[src/rtl/riscv_pkg.sv]
// Shared RISC-V opcode constants and instruction field positions used by the
// issue buffer and the downstream control unit.
package riscv_pkg;

    localparam logic [6:0] OPC_RTYPE  = 7'b0110011;
    localparam logic [6:0] OPC_ITYPE  = 7'b0010011;
    localparam logic [6:0] OPC_LOAD   = 7'b0000011;
    localparam logic [6:0] OPC_STORE  = 7'b0100011;
    localparam logic [6:0] OPC_BRANCH = 7'b1100011;
    localparam logic [6:0] OPC_JALR   = 7'b1100111;
    localparam logic [6:0] NOP_OPCODE = 7'b0000000;

    localparam int OPC_LSB = 0;
    localparam int OPC_MSB = 6;
    localparam int RD_LSB  = 7;
    localparam int RD_MSB  = 11;
    localparam int F3_LSB  = 12;
    localparam int F3_MSB  = 14;
    localparam int RS1_LSB = 15;
    localparam int RS1_MSB = 19;
    localparam int RS2_LSB = 20;
    localparam int RS2_MSB = 24;
    localparam int F7_LSB  = 25;
    localparam int F7_MSB  = 31;

    typedef enum logic [1:0] {
        ST_PAIR,
        ST_SPLIT_A,
        ST_SPLIT_B
    } issue_state_t;

    function automatic logic writes_rd(input logic [6:0] opc);
        return (opc == OPC_RTYPE) || (opc == OPC_ITYPE) || (opc == OPC_LOAD);
    endfunction

    function automatic logic reads_rs2(input logic [6:0] opc);
        return (opc == OPC_RTYPE) || (opc == OPC_STORE) || (opc == OPC_BRANCH);
    endfunction

endpackage

[src/rtl/pair_fifo.sv]
// Circular buffer of fetch pairs {pc, instrB, instrA}; flush beats push and pop,
// and a push on a full buffer is ignored.
module pair_fifo #(
    parameter int DEPTH = 2,
    parameter int WIDTH = 128
) (
    input  logic                     clk,
    input  logic                     rst_n,
    input  logic                     flush,
    input  logic                     push,
    input  logic [WIDTH-1:0]         push_data,
    input  logic                     pop,
    output logic [WIDTH-1:0]         head_data,
    output logic [$clog2(DEPTH):0]   count
);

    localparam int PTR_W = $clog2(DEPTH);
    localparam int CNT_W = PTR_W + 1;

    logic [WIDTH-1:0] mem [DEPTH];
    logic [PTR_W-1:0] wr_ptr;
    logic [PTR_W-1:0] rd_ptr;
    logic             do_push;
    logic             do_pop;

    assign do_push   = push && (count != CNT_W'(DEPTH));
    assign do_pop    = pop && (count != '0);
    assign head_data = mem[rd_ptr];

    // Pointers are exactly log2(DEPTH) bits so they wrap without extra logic.
    always_ff @(posedge clk or negedge rst_n) begin
        if (!rst_n) begin
            wr_ptr <= '0;
            rd_ptr <= '0;
            count  <= '0;
            for (int i = 0; i < DEPTH; i++) begin
                mem[i] <= '0;
            end
        end else if (flush) begin
            wr_ptr <= '0;
            rd_ptr <= '0;
            count  <= '0;
        end else begin
            if (do_push) begin
                mem[wr_ptr] <= push_data;
                wr_ptr      <= wr_ptr + 1'b1;
            end
            if (do_pop) begin
                rd_ptr <= rd_ptr + 1'b1;
            end
            if (do_push && !do_pop) begin
                count <= count + 1'b1;
            end else if (!do_push && do_pop) begin
                count <= count - 1'b1;
            end
        end
    end

endmodule

[src/rtl/dual_issue_buffer.sv]
// Pair buffer and issue stage: splits a hazardous head pair into two issue
// beats and presents masked opcode/funct fields to the control unit.
module dual_issue_buffer
    import riscv_pkg::*;
#(
    parameter int DEPTH = 2,
    parameter int XLEN  = 64
) (
    input  logic            clk,
    input  logic            rst_n,
    input  logic            mode,
    input  logic            flush,
    input  logic            fetch_valid,
    output logic            fetch_ready,
    input  logic [XLEN-1:0] fetch_pc,
    input  logic [31:0]     fetch_instrA,
    input  logic [31:0]     fetch_instrB,
    output logic            issue_valid,
    input  logic            issue_ready,
    output logic [XLEN-1:0] issue_pc,
    output logic            validA,
    output logic            validB,
    output logic [6:0]      opcodeA,
    output logic [6:0]      opcodeB,
    output logic [2:0]      funct3A,
    output logic [2:0]      funct3B,
    output logic [6:0]      funct7A,
    output logic [6:0]      funct7B,
    output logic [31:0]     instrA,
    output logic [31:0]     instrB
);

    localparam int CNT_W   = $clog2(DEPTH) + 1;
    localparam int ENTRY_W = XLEN + 64;

    logic [ENTRY_W-1:0] head_data;
    logic [CNT_W-1:0]   fifo_count;
    logic               fifo_pop;
    logic [XLEN-1:0]    head_pc;
    logic [31:0]        head_a;
    logic [31:0]        head_b;
    logic               b_pending;
    logic               b_pending_next;
    logic               hazard;
    logic               handshake;
    issue_state_t       issue_state;

    assign fetch_ready = (fifo_count != CNT_W'(DEPTH));
    assign issue_valid = (fifo_count != '0);
    assign handshake   = issue_valid && issue_ready;
    assign {head_pc, head_b, head_a} = head_data;

    pair_fifo #(
        .DEPTH (DEPTH),
        .WIDTH (ENTRY_W)
    ) u_pair_fifo (
        .clk       (clk),
        .rst_n     (rst_n),
        .flush     (flush),
        .push      (fetch_valid && fetch_ready),
        .push_data ({fetch_pc, fetch_instrB, fetch_instrA}),
        .pop       (fifo_pop),
        .head_data (head_data),
        .count     (fifo_count)
    );

    // Only the head pair is inspected; hazards across entries are not possible
    // to split here and are left to the control unit.
    always_comb begin
        logic [4:0] rd_a;
        rd_a   = head_a[RD_MSB:RD_LSB];
        hazard = 1'b0;
        if (writes_rd(head_a[OPC_MSB:OPC_LSB]) && (rd_a != 5'd0) &&
            ((head_b[RS1_MSB:RS1_LSB] == rd_a) ||
             (reads_rs2(head_b[OPC_MSB:OPC_LSB]) && (head_b[RS2_MSB:RS2_LSB] == rd_a)))) begin
            hazard = 1'b1;
        end
        if ((head_a[OPC_MSB:OPC_LSB] == OPC_BRANCH) || (head_a[OPC_MSB:OPC_LSB] == OPC_JALR)) begin
            hazard = 1'b1;
        end
    end

    always_ff @(posedge clk or negedge rst_n) begin
        if (!rst_n) begin
            b_pending <= 1'b0;
        end else begin
            b_pending <= b_pending_next;
        end
    end

    always_comb begin
        issue_state    = ST_PAIR;
        b_pending_next = b_pending;
        fifo_pop       = 1'b0;
        issue_pc       = '0;
        validA         = 1'b0;
        validB         = 1'b0;
        instrA         = '0;
        instrB         = '0;

        if (b_pending) begin
            issue_state = ST_SPLIT_B;
        end else if (hazard && !mode) begin
            issue_state = ST_SPLIT_A;
        end

        if (issue_valid) begin
            issue_pc = head_pc;
            case (issue_state)
                ST_PAIR: begin
                    validA   = 1'b1;
                    validB   = 1'b1;
                    instrA   = head_a;
                    instrB   = head_b;
                    fifo_pop = handshake;
                end
                ST_SPLIT_A: begin
                    validA = 1'b1;
                    instrA = head_a;
                    if (handshake) begin
                        b_pending_next = 1'b1;
                    end
                end
                ST_SPLIT_B: begin
                    validB   = 1'b1;
                    instrB   = head_b;
                    fifo_pop = handshake;
                    if (handshake) begin
                        b_pending_next = 1'b0;
                    end
                end
                default: begin
                    validA = 1'b0;
                end
            endcase
        end

        if (flush) begin
            b_pending_next = 1'b0;
            fifo_pop       = 1'b0;
        end
    end

    assign opcodeA = validA ? instrA[OPC_MSB:OPC_LSB] : NOP_OPCODE;
    assign opcodeB = validB ? instrB[OPC_MSB:OPC_LSB] : NOP_OPCODE;
    assign funct3A = instrA[F3_MSB:F3_LSB];
    assign funct3B = instrB[F3_MSB:F3_LSB];
    assign funct7A = instrA[F7_MSB:F7_LSB];
    assign funct7B = instrB[F7_MSB:F7_LSB];

endmodule

[config.mk]
export PLATFORM = sky130hd
export DESIGN_NAME = dual_issue_buffer
export DESIGN_NICKNAME = d
export VERILOG_FILES = /design/src/rtl/riscv_pkg.sv /design/src/rtl/pair_fifo.sv /design/src/rtl/dual_issue_buffer.sv
export SDC_FILE = /design/constraint.sdc
export NUM_CORES = 1
export LEC_CHECK = 0
export ABC_AREA = 1
export CAP_MARGIN = 0
export CORE_ASPECT_RATIO = 1.75
export CORE_MARGIN = 2
export CORE_UTILIZATION = 30
export CTS_CLUSTER_DIAMETER = 30
export CTS_CLUSTER_SIZE = 25
export DETAILED_ROUTE_END_ITERATION = 8
export GPL_TIMING_DRIVEN = 0
export PLACE_DENSITY = 0.56
export SLEW_MARGIN = 25
export SYNTH_ARGS = -nofsm -noshare
export SYNTH_HDL_FRONTEND = slang
export SYNTH_HIERARCHICAL = 1
export SYNTH_SLANG_ARGS = --single-unit
[constraint.sdc]
create_clock -name clk -period 5.8 [get_ports clk]
set_input_delay 0.58 -clock clk [delete_from_list [all_inputs] [get_ports clk]]
set_output_delay 0.58 -clock clk [all_outputs]
set_load 0.05 [all_outputs]
Word-level counts from Yosys, hierarchy flattened
Index checks and enable logic that the tools add are counted. W data, S select, Z words.

Add/sub/neg operators: 4. Multipliers: 0. Divide/modulo/power cells: 0. $lt $le $gt $ge: 3. Eq/ne operators: 15. Shift-type cells: 0. Muxes and demuxes: 36. Bitwise operators: 3. Reductions and logical operators: 32.

Operators by type and width (count): $mux W128 (4); $bwmux W256 (1); $demux W128 S1 (1); $mux W32 (4); $mux W64 (1); $eq A7 B6 Y1 const B (3); $eq A7 B7 Y1 const B (3); $mux W1 (18); $mux W7 (2); $logic_and A1 B1 Y1 (11); $eq A5 B5 Y1 (2); $mux W2 (4); $reduce_bool A2 Y1 (4); $eq A7 B2 Y1 const B (1); $eq A7 B5 Y1 const B (1); $logic_or A1 B1 Y1 (6); $ne A3 B3 Y1 const B (2); $reduce_bool A3 Y1 (2); $reduce_bool A5 Y1 (1); $ge A2 B2 Y1 const B (2); $not A1 Y2 (2); $reduce_and A4 Y1 (1); $reduce_or A2 Y1 (2); $logic_not A1 Y1 (3); 11 further kinds (12).

Bits in registers: 261. Latch bits: 0. Bits in writable memories: 0. Memory bits (read-only): 0. Bits of input ports: 134. Output and inout port bits: 166. Word-level logic and storage cells: 99. Memories kept: 0.

Longest topological paths before layout
Word-level depth: 25. Mapped depth: 25. Gate-level depth less buffers: 23.

Cells and area by module
The synthesis kept the hierarchy.

By module, submodules not included: pair_fifo (times used 1, cells each 1404, area an instance 11303.3 um2, seq. area each 6506.2 um2); dual_issue_buffer (times used 1, cells each 380, area an instance 1651.6 um2, seq. area each 25.0 um2).

Worst setup path after synthesis
OpenSTA, ideal clock, no wires.

Path type: register -> output. Start point: register u_pair_fifo.rd_ptr. End point: output port instrB[25]. Arrival time: 2.944 ns. Required time: 5.220 ns. Slack: 2.276 ns. Stages on the path, launching flop included: 20. Buffers on the path: 4. Cells stage by stage: dfrtp_1 -> inv_1 -> clkbuf_1 -> clkbuf_1 -> nand2_1 -> nand2_1 -> inv_1 -> nand2_1 -> nand2_1 -> nand2_1 -> nor2_1 -> nand2_1 -> nand2_1 -> nand2_1 -> nand2_2 -> nand3_4 -> nand2_4 -> buf_6 -> nor2_1 -> buf_4.

Elaborated cells on any way between the ends: 34. Classes of those cells: eq/ne (11); mux (9); bitwise (1); reduce/logical (13).

RTL lines: from (decl) (line pair_fifo.sv:22) `logic [PTR_W-1:0] rd_ptr;`; from (signal assigned) (line pair_fifo.sv:49) `rd_ptr <= rd_ptr + 1'b1;`; $not A1 Y2 (not written as such) * (line pair_fifo.sv:28) `assign head_data = mem[rd_ptr];`; $mux W128 (not written as such) * (3 in a row) (line pair_fifo.sv:28); via head_data[9] (line dual_issue_buffer.sv:36) `logic [ENTRY_W-1:0] head_data;`; $eq A5 B5 Y1 (line dual_issue_buffer.sv:75) `(reads_rs2(head_b[OPC_MSB:OPC_LSB]) && (head_b[RS2_MSB:RS2_LSB] == rd_a)))) begin`; $logic_and A1 B1 Y1 (line dual_issue_buffer.sv:75); $logic_or A1 B1 Y1 (line dual_issue_buffer.sv:74) `((head_b[RS1_MSB:RS1_LSB] == rd_a) ||`; $logic_and A1 B1 Y1 * (line dual_issue_buffer.sv:73) `if (writes_rd(head_a[OPC_MSB:OPC_LSB]) && (rd_a != 5'd0) &&`; $mux W1 * (line dual_issue_buffer.sv:73); $mux W1 * (line dual_issue_buffer.sv:78) `if ((head_a[OPC_MSB:OPC_LSB] == OPC_BRANCH) || (head_a[OPC_MSB:OPC_LSB] == OPC_JALR)) begin`; $logic_and A1 B1 Y1 * (line dual_issue_buffer.sv:103) `end else if (hazard && !mode) begin`; $mux W1 * (line dual_issue_buffer.sv:103); $mux W2 * (line dual_issue_buffer.sv:101) `if (b_pending) begin`; $eq A2 B2 Y1 / $logic_not A2 Y1 (equally long branches) (line dual_issue_buffer.sv:109) `case (issue_state)`; $reduce_or A2 Y1 (no line) *; $mux W32 * (line dual_issue_buffer.sv:109); $mux W32 * (line dual_issue_buffer.sv:107) `if (issue_valid) begin`; to (decl) (line dual_issue_buffer.sv:30) `output logic [31:0] instrB`.

Mark *: on every way through the listed nets, which the timed path passes. The rest lies on a longest branch. The select of a mux whose other input is x is not followed.

Worst setup path in the final report
Start point: register u_pair_fifo.rd_ptr. End point: output port instrB[30].

The elaborated chain is that of the path after synthesis.

==> results_dict.tcl <==
set metrics [dict create \
    worstPathArrival_ns 4.49 \
    dieHeight_um 279 \
    synth_top_area_share_pct 50.4 \
    syn_avg_cell_area_um2 7.26 \
    syn_nets 1918 \
    synth_most_common_cell "nand2_1" \
    hold_buffers 1 \
    clkLatencyLatePin_ns 0.55 \
    final_antenna_net_count 0 \
    ys.flop_type "dfrtp_1" \
    final_max_slew_viol_count 0 \
    initial_utilization_pct 30.5 \
    max-slew-margin-rel_pct 44.0 \
    synth_area_leader_cell "dfrtp_1" \
    synth_warnings 6 \
    fin_crit_sh_pct 87.4 \
    cts_buffer_depth 3 \
    htree_levels 2 \
    netlist_area_um2 13000 \
    fin_nets 2270 \
    post_cts_buffers 0 \
    min_path_type "input pin to asynchronous set/reset pin" \
    avgViaCountPerCell 4.53 \
    crit_type "flop to output port" \
    p_per_area_nw_per_um2 593 \
    fillers 4357 \
    firstDrtPassIters 5 \
    num_rows 100 \
    synth_area_leaders "dfrtp_1, nand2_1, o21ai_1" \
    critPathLaunchType "flop" \
    power_mw 11.0 \
    finish.instance_area_um2 18500 \
    wl_per_cell_um 16.2 \
    drt_iter0_drc 754 \
    fmax_ghz 0.197 \
    grt_remaining_overflow 0 \
    synthArstFlopShare_pct 100 \
    layout-drive-gt1-share_pct 8.97 \
    cp_max_fo 10 \
    tritoncts "built" \
    switching_share_pct 42.3 \
    hpwl_um 32800 \
    switchingPower_mw 4.64 \
    drc 0 \
    ys_seq_elements 261 \
    required_ns 5.22 \
    io_buffers 299 \
    grt_max_degree 94 \
    cp-end-kind "output port" \
    pwr-share-clk_pct 27.1 \
    comb_power_share_pct 44.5 \
    drt_wl_total_um 44200 \
    cts_made_buffers 47 \
    cts_root_buf "clkbuf_16" \
    num_vias 12400 \
    fin_skew_ns 0.0191 \
    fin_crit_ns 5.07 \
    insertedDiodeCount 0 \
    antenna_found_initial 3 \
    place_congestion 0.809 \
    placed_cell_area_um2 16700 \
    first_global_vias 12800 \
    synthCells 1784 \
    tightest_slew_ns 0.840 \
    synth_commonest_cells "nand2_1, dfrtp_1, inv_1" \
    hold_violations 0 \
    path_clk_slew_ns 0.05 \
    ys_types 28 \
    setup_viol 0 \
    ioPinCount 300 \
    grt.total_usage_pct 19.8 \
    status "complete, no violations" \
    tns_ns 0 \
    cts_resized 0 \
    syn_to_final_growth_pct 42.6 \
    yosysSeqAreaShare_pct 50.4 \
    dieArea_um2 44900 \
    grt_pass1_wl_um 69800 \
    internal_power_mw 6.33 \
    numClockSinks 261 \
    synth_edf_count 0 \
    ir_drop_v 0.000238 \
    p_leak_nw 9.37 \
    die_x_um 161 \
    core_um2 42500 \
    max_cap_viol_count 0 \
    seq_power_share_pct 28.3 \
    rsz0062_at_grt "no" \
]
==> path summary, 6_finish.rpt <==
kind	startpoint	endpoint	slack, ns	depth (start not counted)
worst min register to register	u_pair_fifo/mem[104]$_DFFE_PN0P_	u_pair_fifo/mem[104]$_DFFE_PN0P_	0.48	2
min in group clk	u_pair_fifo/mem[104]$_DFFE_PN0P_	u_pair_fifo/mem[104]$_DFFE_PN0P_	0.48	2
worst max-delay path	u_pair_fifo/rd_ptr$_DFFE_PN0P_	instrB[30]	0.73	20
max in group asynchronous	rst_n	u_pair_fifo/mem[160]$_DFFE_PN0P_	3.92	5
worst max register to register	u_pair_fifo/rd_ptr$_DFFE_PN0P_	u_pair_fifo/count[0]$_DFFE_PN0P_	2.21	20
worst min-delay path	rst_n	u_pair_fifo/mem[209]$_DFFE_PN0P_	0.41	2
==> cell type report <==
class	instances	area (um^2)	share of cell area, %
Sequential cell	261	6530	35.3
Multi-Input combinational cell	1154	4770	25.8
Timing Repair Buffer	303	3090	16.7
Clock buffer	60	1320	7.12
Inverter	247	927	5.02
Buffer	122	723	3.91
Tap cell	561	702	3.80
Clock inverter	28	415	2.25
==> power by group through the flow <==
| stage | registers [mW] | logic, mW | clock network, mW |
|---|---|---|---|
| 2_1_floorplan | 3.02 | 3.38 | 0 |
| 3_3_place_gp | 3.09 | 4.88 | 0 |
| 3_5_place_dp | 3.12 | 4.94 | 0 |
| 4_1_cts | 3.10 | 4.96 | 3.04 |
| 5_1_grt | 3.21 | 5.36 | 3.12 |
| 6_report | 3.11 | 4.89 | 2.97 |
==> through the flow <==
step	cells	hold WS (ns)	util, %	setup WS [ns]
floorplan	1784	0.284	-	2.28
global placement	2644	0.465	39.1	-6.97
detailed placement	2647	0.360	39.3	1.23
CTS	2736	0.383	43.4	0.630
global route	2736	0.406	43.4	0.438
finish	2736	0.408	43.4	0.731
==> critical path, stage by stage (launching register included) <==
cell and delay (ns):
dfrtp_1 0.38, inv_1 0.10, clkbuf_1 0.64, clkbuf_1 0.53, nand2_1 0.11, nand2_1 0.20
inv_1 0.09, nand2_1 0.06, nand2_1 0.05, nand2_1 0.05, nor2_1 0.04, nand2_1 0.05
nand2_1 0.06, nand2_1 0.08, nand2_2 0.07, nand3_4 0.08, nand2_4 0.09, buf_6 0.16
nor2_1 0.17, buf_4 0.14, clkdlybuf4s50_1 0.79
==> flip-flops by register name, summed over array words and instances, names as in the netlist <==
register	flops
u_pair_fifo/count	2
u_pair_fifo/rd_ptr	1
u_pair_fifo/mem	256
b_pending	1
u_pair_fifo/wr_ptr	1
==> cells in the final DEF, fill, tap and decap left out, types with 7 or more instances in the layout <==
| cell | instances |
|---|---|
| nand2_1 | 712 |
| clkdlybuf4s50_1 | 298 |
| dfrtp_1 | 261 |
| inv_1 | 241 |
| o21ai_1 | 223 |
| nor2_1 | 147 |
| clkbuf_16 | 48 |
| buf_2 | 46 |
| clkbuf_1 | 39 |
| o21ai_0 | 35 |
| buf_4 | 23 |
| buf_6 | 14 |
| nor2_2 | 13 |
| bufinv_16 | 9 |
| clkinvlp_4 | 8 |
| clkbuf_8 | 7 |
==> metal layers <==
metal | GRT usage [%] | routed length [um] | up-vias
met3 | 2.88 | 2180 | 89
li1 | - | - | 6057
met4 | 8.52 | 1720 | 4
met2 | 36.5 | 23400 | 403
met5 | 0 | 27 | -
met1 | 22.4 | 16900 | 5842
==> cell families after synthesis <==
family | Yosys count | synth area share [%]
buf+inv | 369 | 12.7
flops | 261 | 50.4
xor+xnor | 3 | 0.203
simple gates | 887 | 26.3
compound gates | 264 | 10.3
Power figures use the tool's default switching activity.
